$ cat config.mk
export PLATFORM = sky130hd
export DESIGN_NAME = hazard_stall_ctrl_flat
export DESIGN_NICKNAME = d
export VERILOG_FILES = /design/src/rtl/hazard_stall_ctrl_if.sv /design/src/rtl/hazard_stall_ctrl.sv /design/src/flat_wrapper.sv
export SDC_FILE = /design/constraint.sdc
export NUM_CORES = 1
export LEC_CHECK = 0
export CORE_ASPECT_RATIO = 1.2
export CORE_MARGIN = 2
export CORE_UTILIZATION = 46
export CTS_CLUSTER_DIAMETER = 200
export DETAILED_ROUTE_END_ITERATION = 10
export GPL_TIMING_DRIVEN = 0
export HOLD_SLACK_MARGIN = 0.03
export PLACE_DENSITY = 0.9
export RECOVER_POWER = 25
export SLEW_MARGIN = 10
export SYNTH_ARGS = -nofsm -noshare
export SYNTH_HDL_FRONTEND = slang
export SYNTH_SLANG_ARGS = --single-unit
export TNS_END_PERCENT = 1
$ cat constraint.sdc
create_clock -name clk -period 2.02 [get_ports clk]
set_input_delay 0.202 -clock clk [delete_from_list [all_inputs] [get_ports clk]]
set_output_delay 0.202 -clock clk [all_outputs]
set_load 0.01 [all_outputs]
$ cat src/rtl/hazard_stall_ctrl_if.sv
// Pipeline hazard-control bus: ID/EX hazard inputs and memory busy in, stall/flush/bubble controls
// and performance counters out. The pipeline side is master and the controller is slave.
interface hazard_stall_ctrl_if #(
  parameter int REG_W = 3,
  parameter int CNT_W = 16
);
  logic [REG_W-1:0] dec_ReadReg1;
  logic [REG_W-1:0] dec_ReadReg2;
  logic             dec_Uses1;
  logic             dec_Uses2;
  logic             exe_Valid;
  logic             exe_RegWrite;
  logic             exe_DMemEn;
  logic             exe_DMemWrite;
  logic [REG_W-1:0] exe_WriteReg;
  logic             exe_BrTaken;
  logic             exe_Halt;
  logic             mem_Busy;
  logic             pc_Stall;
  logic             ifid_Stall;
  logic             ifid_Flush;
  logic             idex_Stall;
  logic             idex_Bubble;
  logic             exmem_Stall;
  logic             memwb_Bubble;
  logic             halted;
  logic [CNT_W-1:0] stall_Cnt;
  logic [CNT_W-1:0] flush_Cnt;

  modport master (
    output dec_ReadReg1, dec_ReadReg2, dec_Uses1, dec_Uses2,
           exe_Valid, exe_RegWrite, exe_DMemEn, exe_DMemWrite, exe_WriteReg,
           exe_BrTaken, exe_Halt, mem_Busy,
    input  pc_Stall, ifid_Stall, ifid_Flush, idex_Stall, idex_Bubble,
           exmem_Stall, memwb_Bubble, halted, stall_Cnt, flush_Cnt
  );

  modport slave (
    input  dec_ReadReg1, dec_ReadReg2, dec_Uses1, dec_Uses2,
           exe_Valid, exe_RegWrite, exe_DMemEn, exe_DMemWrite, exe_WriteReg,
           exe_BrTaken, exe_Halt, mem_Busy,
    output pc_Stall, ifid_Stall, ifid_Flush, idex_Stall, idex_Bubble,
           exmem_Stall, memwb_Bubble, halted, stall_Cnt, flush_Cnt
  );
endinterface

$ cat src/rtl/hazard_stall_ctrl.sv
// Stall/flush controller for the 5-stage core: load-use bubble, taken-branch flush, data-memory
// freeze, HALT drain, plus saturating stall and flush counters. Controls are combinational.
module hazard_stall_ctrl #(
  parameter int REG_W     = 3,
  parameter int DRAIN_CYC = 2,
  parameter int CNT_W     = 16
) (
  input  logic               clk,
  input  logic               rst_n,
  hazard_stall_ctrl_if.slave bus,
  output logic [1:0]         dbg_state
);
  typedef enum logic [1:0] {RUN = 2'd0, MEMW = 2'd1, DRAIN = 2'd2, HALT = 2'd3} state_t;

  localparam int DW = (DRAIN_CYC > 1) ? $clog2(DRAIN_CYC) : 1;
  localparam logic [DW-1:0] DRAIN_LAST = DW'(DRAIN_CYC - 1);
  localparam logic [CNT_W-1:0] CNT_MAX = {CNT_W{1'b1}};

  state_t           state_q, state_d;
  logic [DW-1:0]    drain_q, drain_d;
  logic [CNT_W-1:0] stall_cnt_q, stall_cnt_d;
  logic [CNT_W-1:0] flush_cnt_q, flush_cnt_d;

  logic [REG_W-1:0] wr_reg, rd_reg1, rd_reg2;
  logic load_use, flush_inc;
  logic pc_stall, ifid_stall, ifid_flush, idex_stall, idex_bubble, exmem_stall, memwb_bubble;

  assign wr_reg  = bus.exe_WriteReg;
  assign rd_reg1 = bus.dec_ReadReg1;
  assign rd_reg2 = bus.dec_ReadReg2;

  assign load_use = bus.exe_Valid & bus.exe_RegWrite & bus.exe_DMemEn & ~bus.exe_DMemWrite &
                    ((bus.dec_Uses1 & (wr_reg == rd_reg1)) | (bus.dec_Uses2 & (wr_reg == rd_reg2)));

  always_comb begin
    state_d      = state_q;
    drain_d      = drain_q;
    flush_inc    = 1'b0;
    pc_stall     = 1'b0;
    ifid_stall   = 1'b0;
    ifid_flush   = 1'b0;
    idex_stall   = 1'b0;
    idex_bubble  = 1'b0;
    exmem_stall  = 1'b0;
    memwb_bubble = 1'b0;
    case (state_q)
      RUN, MEMW: begin
        // EX is frozen while memory is busy, so branch/halt/load-use are re-evaluated afterwards.
        if (bus.mem_Busy) begin
          pc_stall     = 1'b1;
          ifid_stall   = 1'b1;
          idex_stall   = 1'b1;
          exmem_stall  = 1'b1;
          memwb_bubble = 1'b1;
          state_d      = MEMW;
        end else if (bus.exe_BrTaken) begin
          ifid_flush  = 1'b1;
          idex_bubble = 1'b1;
          flush_inc   = 1'b1;
          state_d     = RUN;
        end else if (bus.exe_Halt) begin
          pc_stall    = 1'b1;
          ifid_flush  = 1'b1;
          idex_bubble = 1'b1;
          drain_d     = '0;
          state_d     = DRAIN;
        end else if (load_use) begin
          pc_stall    = 1'b1;
          ifid_stall  = 1'b1;
          idex_bubble = 1'b1;
          state_d     = RUN;
        end else begin
          state_d = RUN;
        end
      end
      DRAIN: begin
        pc_stall    = 1'b1;
        ifid_flush  = 1'b1;
        idex_bubble = 1'b1;
        if (bus.mem_Busy) begin
          exmem_stall  = 1'b1;
          memwb_bubble = 1'b1;
        end else if (drain_q == DRAIN_LAST) begin
          state_d = HALT;
        end else begin
          drain_d = drain_q + DW'(1);
        end
      end
      HALT: begin
        pc_stall     = 1'b1;
        ifid_stall   = 1'b1;
        idex_stall   = 1'b1;
        exmem_stall  = 1'b1;
        memwb_bubble = 1'b1;
      end
      default: state_d = RUN;
    endcase
    // Controls are forced quiet for as long as reset is held, whatever the hazard inputs say.
    if (!rst_n) begin
      pc_stall     = 1'b0;
      ifid_stall   = 1'b0;
      ifid_flush   = 1'b0;
      idex_stall   = 1'b0;
      idex_bubble  = 1'b0;
      exmem_stall  = 1'b0;
      memwb_bubble = 1'b0;
      flush_inc    = 1'b0;
    end
    stall_cnt_d = (pc_stall && stall_cnt_q != CNT_MAX) ? stall_cnt_q + CNT_W'(1) : stall_cnt_q;
    flush_cnt_d = (flush_inc && flush_cnt_q != CNT_MAX) ? flush_cnt_q + CNT_W'(1) : flush_cnt_q;
  end

  always_ff @(posedge clk or negedge rst_n) begin
    if (!rst_n) begin
      state_q     <= RUN;
      drain_q     <= '0;
      stall_cnt_q <= '0;
      flush_cnt_q <= '0;
    end else begin
      state_q     <= state_d;
      drain_q     <= drain_d;
      stall_cnt_q <= stall_cnt_d;
      flush_cnt_q <= flush_cnt_d;
    end
  end

  assign bus.pc_Stall     = pc_stall;
  assign bus.ifid_Stall   = ifid_stall;
  assign bus.ifid_Flush   = ifid_flush;
  assign bus.idex_Stall   = idex_stall;
  assign bus.idex_Bubble  = idex_bubble;
  assign bus.exmem_Stall  = exmem_stall;
  assign bus.memwb_Bubble = memwb_bubble;
  assign bus.halted       = rst_n & (state_q == HALT);
  assign bus.stall_Cnt    = stall_cnt_q;
  assign bus.flush_Cnt    = flush_cnt_q;
  assign dbg_state        = state_q;
endmodule

$ cat src/flat_wrapper.sv
// flat-port wrapper written by rule: the top's interface ports become plain ports
module hazard_stall_ctrl_flat 
#(
  parameter int REG_W     = 3,
  parameter int DRAIN_CYC = 2,
  parameter int CNT_W     = 16
)
  (clk, rst_n, dbg_state, bus_dec_ReadReg1, bus_dec_ReadReg2, bus_dec_Uses1, bus_dec_Uses2, bus_exe_Valid, bus_exe_RegWrite, bus_exe_DMemEn, bus_exe_DMemWrite, bus_exe_WriteReg, bus_exe_BrTaken, bus_exe_Halt, bus_mem_Busy, bus_pc_Stall, bus_ifid_Stall, bus_ifid_Flush, bus_idex_Stall, bus_idex_Bubble, bus_exmem_Stall, bus_memwb_Bubble, bus_halted, bus_stall_Cnt, bus_flush_Cnt);
  hazard_stall_ctrl_if #(.REG_W(REG_W), .CNT_W(CNT_W)) bus_i ();
  input  logic clk;
  input  logic rst_n;
  output logic [1:0] dbg_state;
  input wire logic [$bits(bus_i.dec_ReadReg1)-1:0] bus_dec_ReadReg1;
  input wire logic [$bits(bus_i.dec_ReadReg2)-1:0] bus_dec_ReadReg2;
  input wire logic [$bits(bus_i.dec_Uses1)-1:0] bus_dec_Uses1;
  input wire logic [$bits(bus_i.dec_Uses2)-1:0] bus_dec_Uses2;
  input wire logic [$bits(bus_i.exe_Valid)-1:0] bus_exe_Valid;
  input wire logic [$bits(bus_i.exe_RegWrite)-1:0] bus_exe_RegWrite;
  input wire logic [$bits(bus_i.exe_DMemEn)-1:0] bus_exe_DMemEn;
  input wire logic [$bits(bus_i.exe_DMemWrite)-1:0] bus_exe_DMemWrite;
  input wire logic [$bits(bus_i.exe_WriteReg)-1:0] bus_exe_WriteReg;
  input wire logic [$bits(bus_i.exe_BrTaken)-1:0] bus_exe_BrTaken;
  input wire logic [$bits(bus_i.exe_Halt)-1:0] bus_exe_Halt;
  input wire logic [$bits(bus_i.mem_Busy)-1:0] bus_mem_Busy;
  output wire logic [$bits(bus_i.pc_Stall)-1:0] bus_pc_Stall;
  output wire logic [$bits(bus_i.ifid_Stall)-1:0] bus_ifid_Stall;
  output wire logic [$bits(bus_i.ifid_Flush)-1:0] bus_ifid_Flush;
  output wire logic [$bits(bus_i.idex_Stall)-1:0] bus_idex_Stall;
  output wire logic [$bits(bus_i.idex_Bubble)-1:0] bus_idex_Bubble;
  output wire logic [$bits(bus_i.exmem_Stall)-1:0] bus_exmem_Stall;
  output wire logic [$bits(bus_i.memwb_Bubble)-1:0] bus_memwb_Bubble;
  output wire logic [$bits(bus_i.halted)-1:0] bus_halted;
  output wire logic [$bits(bus_i.stall_Cnt)-1:0] bus_stall_Cnt;
  output wire logic [$bits(bus_i.flush_Cnt)-1:0] bus_flush_Cnt;
  assign bus_i.dec_ReadReg1 = bus_dec_ReadReg1;
  assign bus_i.dec_ReadReg2 = bus_dec_ReadReg2;
  assign bus_i.dec_Uses1 = bus_dec_Uses1;
  assign bus_i.dec_Uses2 = bus_dec_Uses2;
  assign bus_i.exe_Valid = bus_exe_Valid;
  assign bus_i.exe_RegWrite = bus_exe_RegWrite;
  assign bus_i.exe_DMemEn = bus_exe_DMemEn;
  assign bus_i.exe_DMemWrite = bus_exe_DMemWrite;
  assign bus_i.exe_WriteReg = bus_exe_WriteReg;
  assign bus_i.exe_BrTaken = bus_exe_BrTaken;
  assign bus_i.exe_Halt = bus_exe_Halt;
  assign bus_i.mem_Busy = bus_mem_Busy;
  assign bus_pc_Stall = bus_i.pc_Stall;
  assign bus_ifid_Stall = bus_i.ifid_Stall;
  assign bus_ifid_Flush = bus_i.ifid_Flush;
  assign bus_idex_Stall = bus_i.idex_Stall;
  assign bus_idex_Bubble = bus_i.idex_Bubble;
  assign bus_exmem_Stall = bus_i.exmem_Stall;
  assign bus_memwb_Bubble = bus_i.memwb_Bubble;
  assign bus_halted = bus_i.halted;
  assign bus_stall_Cnt = bus_i.stall_Cnt;
  assign bus_flush_Cnt = bus_i.flush_Cnt;
  hazard_stall_ctrl #(.REG_W(REG_W), .DRAIN_CYC(DRAIN_CYC), .CNT_W(CNT_W)) u_core (.clk(clk), .rst_n(rst_n), .bus(bus_i), .dbg_state(dbg_state));
endmodule
### Word-level counts from Yosys, hierarchy flattened

Index checks and enable logic that the tools add are counted.
Widths: inputs -> output; s select.

| word-level totals | value |
|---|---|
| output and inout port bits | 42 |
| bits in read-only memories | 0 |
| bits in writable memories | 0 |
| bits in latches | 0 |
| flip-flop bits (word level) | 35 |
| memories kept | 0 |

| cells by class | value |
|---|---|
| magnitude comparators | 0 |
| div/mod/pow operators | 0 |
| $add $sub $neg | 3 |
| reduce and logical (&&, ||, !) cells | 9 |
| multipliers | 0 |
| equal/unequal tests | 12 |
| bitwise gates (word level) | 9 |
| multiplexer cells | 41 |
| shift operators | 0 |

Operators with widths:

| kind | count |
|---|---|
| $add 16x1->16 const B | 2 |
| $ne 16x16->1 const B | 2 |
| $mux 1 | 28 |
| $pmux 1 s2 | 7 |
| $mux 2 | 5 |
| $ne 2x2->1 const B | 4 |
| $and 1x1->1 | 7 |
| $eq 3x3->1 | 2 |
| $reduce_and 5->1 | 1 |
| $eq 2x2->1 const B | 2 |
| $pmux 2 s2 | 1 |
| $reduce_or 2->1 | 2 |
| $reduce_and 3->1 | 1 |
| $reduce_or 3->1 | 1 |
| $eq 2x1->1 const B | 1 |
| $logic_and 1x1->1 | 2 |
| $logic_not 2->1 | 1 |
| $ne 2x1->1 const B | 1 |
| $reduce_bool 2->1 | 1 |
| $add 1x1->1 const B | 1 |
| $not 1->1 | 1 |
| $or 1x1->1 | 1 |

### Depth between registers and ports, before layout

| depth | value |
|---|---|
| word-level depth | 11 |
| gate-level depth with buffers | 6 |

### Worst setup path before layout

OpenSTA, ideal clock, no wires.

| path | value |
|---|---|
| path kind | register -> register |
| start | register u_core.flush_cnt_q[0], in the netlist u_core.bus.flush_Cnt[0] |
| end | register u_core.flush_cnt_q[1], in the netlist u_core.bus.flush_Cnt[1] |
| clock period less this slack | 1857 ps |
| setup slack | 163 ps |
| data arrival time | 1732 ps |
| cell stages (with the launch flop) | 6 |
| library setup time | 125 ps |
| buffers on the path | 0 |
| data required time | 1895 ps |
| cells stage by stage | dfrtp_1 ha_1 and3_1 and3_1 a31oi_2 mux2_2 |

| between the ends | value |
|---|---|
| cells in the longest elaborated chain, start to end | 2 |
| elaborated cells between the ends (all ways) | 3 |
| classes of those cells | 1 x add/sub; 1 x eq/ne; 1 x reduce/logical |

RTL lines:

| what | line | text |
|---|---|---|
| start, declared | hazard_stall_ctrl.sv:22 | `logic [CNT_W-1:0] flush_cnt_q, flush_cnt_d;` |
| start signal, assigned | hazard_stall_ctrl.sv:123 | `flush_cnt_q <= flush_cnt_d;` |
| parallel branches: the longest is 2 deep, another holds $add 16x1->16 | n/a |  |

Parallel ways; which one is timed is not known.
A chain may end at the register's enable or synchronous reset.

### Worst setup path in the final report

| path | value |
|---|---|
| start | input port bus_dec_ReadReg2[0] |
| end | output port bus_pc_Stall |

| between the ends | value |
|---|---|
| cells in the longest elaborated chain, start to end | 10 |

RTL lines:

| what | line | text |
|---|---|---|
| start, declared | flat_wrapper.sv:14 | `input wire logic [$bits(bus_i.dec_ReadReg2)-1:0] bus_dec_ReadReg2;` |
| $eq 3x3->1 | hazard_stall_ctrl.sv:33 | `((bus.dec_Uses1 & (wr_reg == rd_reg1)) \| (bus.dec_Uses2 & (wr_reg == rd_reg2)));` |
| $and 1x1->1 | hazard_stall_ctrl.sv:33 |  |
| $or 1x1->1 | hazard_stall_ctrl.sv:33 |  |
| $and 1x1->1 | hazard_stall_ctrl.sv:32 | `assign load_use = bus.exe_Valid & bus.exe_RegWrite & bus.exe_DMemEn & ~bus.exe_DMemWrite &` |
| $mux 1 | hazard_stall_ctrl.sv:67 | `end else if (load_use) begin` |
| $mux 1 | hazard_stall_ctrl.sv:61 | `end else if (bus.exe_Halt) begin` |
| $mux 1 | hazard_stall_ctrl.sv:56 | `end else if (bus.exe_BrTaken) begin` |
| $mux 1 | hazard_stall_ctrl.sv:49 | `if (bus.mem_Busy) begin` |
| $pmux 1 s2 | hazard_stall_ctrl.sv:46 | `case (state_q)` |
| $mux 1 | hazard_stall_ctrl.sv:99 | `if (!rst_n) begin` |
| end, declared | flat_wrapper.sv:25 | `output wire logic [$bits(bus_i.pc_Stall)-1:0] bus_pc_Stall;` |

Every way passes these cells.

==> flow_metrics.py <==
metrics = {
    "worst_setup_path": {
        "rr_worst_depth": 6,
        "start_kind": "input pin",
        "worstPathArrival_ps": 1780,
        "ff2ff_setup_slack_ps": 70,
        "crit_start": "bus_dec_ReadReg2[0]",
        "cpMostUsedCell": "buf_6",
        "cp_slowest_cell": "clkdlybuf4s50_1",
        "r2r-end": "u_core.bus.stall_Cnt[1]$_DFFE_PN0P_",
        "crit_chain": "clkdlybuf4s50_1 -> xnor2_1 -> nand4_1 -> a211oi_4 -> buf_6 -> buf_4 -> or2_2 -> buf_6",
        "crit_fanout": 3,
        "path_class": "input pin to output pin",
        "r2r-start": "u_core.bus.stall_Cnt[0]$_DFFE_PN0P_",
        "cp_slowest_stage_delay_ps": 440,
        "setup.worst_path.end_class": "output pin",
        "worstPathRequired_ps": 1820,
    },
    "grt": {
        "globalRouteTotalUtil_pct": 22.80,
        "globalRoute.totalOverflow": 0,
        "antenna_found_initial": 0,
        "grt_start_max_net_pins": 18,
        "grt_pass1_wl_um": 8376,
        "grt_pass1_vias": 1796,
    },
    "logic_synthesis": {
        "yosysWarningCount": 0,
        "async_flop_share_pct": 100.0,
        "syn-cell-area_um2": 1952,
        "yosysSeqAreaShare_pct": 44.87,
        "synth_flop_cell": "dfrtp_1",
        "syn_avg_cell_area_um2": 10.67,
        "synth_edf_count": 0,
        "syn-num-nets": 205,
        "yosys_register_bits": 35,
        "ys_types": 42,
        "syn_inst": 183,
    },
    "drt": {
        "num_vias": 1791,
        "drc_errors": 0,
        "wl_per_cell_um": 16.53,
        "first_iter_violations": 117,
        "wl_um": 5207,
        "ant_nets": 0,
        "viasPerCell": 5.686,
        "drt-pass1-iter-count": 4,
    },
    "timing": {
        "fmax_ghz": 0.5051,
        "fin_crit_sh_pct": 98.00,
        "fin_worst_skew_ps": 8.376,
        "rsz0062_at_grt": "yes",
        "tightest_slew_ps": 840.2,
        "setup_viol": 0,
        "relSlewSlack_pct": 43.80,
        "final-max-slew-violation-count": 0,
        "setup_tns_ps": 0,
        "hold_viol_final": 0,
        "finalCriticalPeriod_ps": 1980,
    },
    "floorplan": {
        "core_um2": 4004,
        "rows": 25,
        "die_x_um": 63.47,
        "dieArea_um2": 4782,
        "start_util_pct": 48.75,
        "num_io_pins": 62,
        "die_h_um": 75.36,
    },
    "final_layout": {
        "layout-drive-gt1-share_pct": 15.71,
        "syn2layout_area_growth_pct": 45.83,
        "nets": 282,
        "num_antenna_cells": 0,
        "final_cell_mix": "clkdlybuf4s50_1 (50), dfrtp_1 (35), xnor2_1 (26)",
        "layout_commonest_cell": "clkdlybuf4s50_1",
        "final_util_pct": 71.09,
    },
    "power": {
        "leakagePower_nw": 1.225,
        "ir_drop_mv": 0.6625,
        "total_power_w": 0.002044,
        "power.density_nw_per_um2": 718.0,
    },
    "hold_path": {
        "hold_path_end": "u_core.dbg_state[1]$_DFFE_PN0P_",
        "holdCritPathClass": "input pin to flip-flop",
        "hold_path_depth": 2,
        "holdCritStartpoint": "bus_mem_Busy",
    },
    "place": {
        "dp_hpwl_um": 3492,
        "globalplace.congestion": 0.9120,
        "port_buffers": 61,
    },
    "clock_tree": {
        "cts_max_level": 2,
        "clk_pin_slew_ps": 70,
        "cts_max_path_buffers": 2,
        "cts_tree": "yes",
        "clk_latency_ps": 290,
        "clock_sinks": 35,
        "cts_buffers": 5,
        "root_buffer": "clkbuf_8",
    },
    "job": {
        "max_cap_viol_count": 0,
    },
    "status": {
        "status": "finished clean",
    },
}
==> registers in the layout, indices dropped and copies added, names as in the netlist <==
| register | flops |
|---|---|
| u_core.bus.stall_Cnt | 16 |
| u_core.bus.flush_Cnt | 16 |
| u_core.dbg_state | 2 |
| u_core.drain_q | 1 |
==> timing repair <==
item                       in CTS  in global routing
hold endpoints to repair       18                  0
setup endpoints to repair       5                  7
resized for setup              21                  9
setup buffers                   4                  1
hold buffers                    3                  0
pin swaps                       5                  4
==> worst max-delay path by stage <==
| stage | cells past startpoint | slack (ps) | end |
|---|---|---|---|
| after floorplan | 5 | 160 | u_core.bus.flush_Cnt[1]$_DFFE_PN0P_ |
| after global placement | 7 | -1940 | bus_ifid_Stall |
| after detailed placement | 7 | -620 | bus_ifid_Stall |
| after CTS | 7 | -60 | bus_ifid_Stall |
| after global routing | 6 | -40 | u_core.bus.stall_Cnt[1]$_DFFE_PN0P_ |
| final | 8 | 40 | bus_pc_Stall |
==> cell type report <==
class,count,area [um2]
fill,313,1157
multi-input combinational,142,1080
sequential,35,875.8
timing repair buffer,70,665.6
clock buffer,5,68.82
tap,54,67.56
clock inverter,3,43.79
buffer,4,37.54
inverter,2,7.507
==> synthesized netlist by cell type (2+ instances only) <==
cell	n	area (um2)
nor3_1	2	10.01
a31o_2	2	17.52
o2111ai_1	3	26.28
nand2b_1	4	25.02
nor2b_1	2	12.51
o2111ai_2	2	30.03
o211ai_1	6	45.04
buf_2	2	10.01
xnor2_1	26	227.7
nor2_1	8	30.03
and2_1	3	18.77
nand2_1	15	56.30
mux2_2	5	56.30
dfrtp_1	35	875.8
and3_1	12	75.07
xor2_1	6	52.55
nand3_1	11	55.05
o21ai_0	7	35.03
a21oi_1	2	10.01
nand4_1	5	31.28
inv_1	2	7.510
ha_1	2	25.02
a21boi_0	2	15.01
==> worst max-delay path, delay by kind of cell <==
kind	cells	cell delay, ps
buffers and inverters	4	780
xor gates and xnor gates	1	200
AOI/OAI and AO/OA	1	290
and+or+nand+nor	2	300
==> cells by family after synthesis <==
group	count (synthesis)	share of synthesized area, %
fa+ha+maj	2	1.282
compound gates	33	14.29
xor+xnor	32	14.36
flops	35	44.87
simple gates	69	19.87
buf+inv	6	1.859
mux	6	3.461
==> metal layers <==
layer	routed length, um	global-route usage (%)	vias to the layer above
met3	305	4.874	15
met2	2859	43.51	72
met1	1927	24.69	894
met5	0	0	-
li1	-	-	810
met4	115	9.903	0
==> where the power goes <==
group          internal (W)  switching [W]
Sequential         0.000784       0.000118
Clock              0.000367       0.000265
Combinational      0.000293       0.000217
Total               0.00144       0.000600
==> metrics by stage <==
stage               area [um2]  cells  worst slack, ps  hold slack [ps]
finish                    2846    315            40.37            326.3
global route              2846    315           -43.89            337.2
CTS                       2825    314           -63.60            388.2
detailed placement        2645    299           -622.0            70.83
global placement          2630    298            -1944            486.3
floorplan                 1952    183            163.0           -93.59
(Power assumes the default switching activity.)
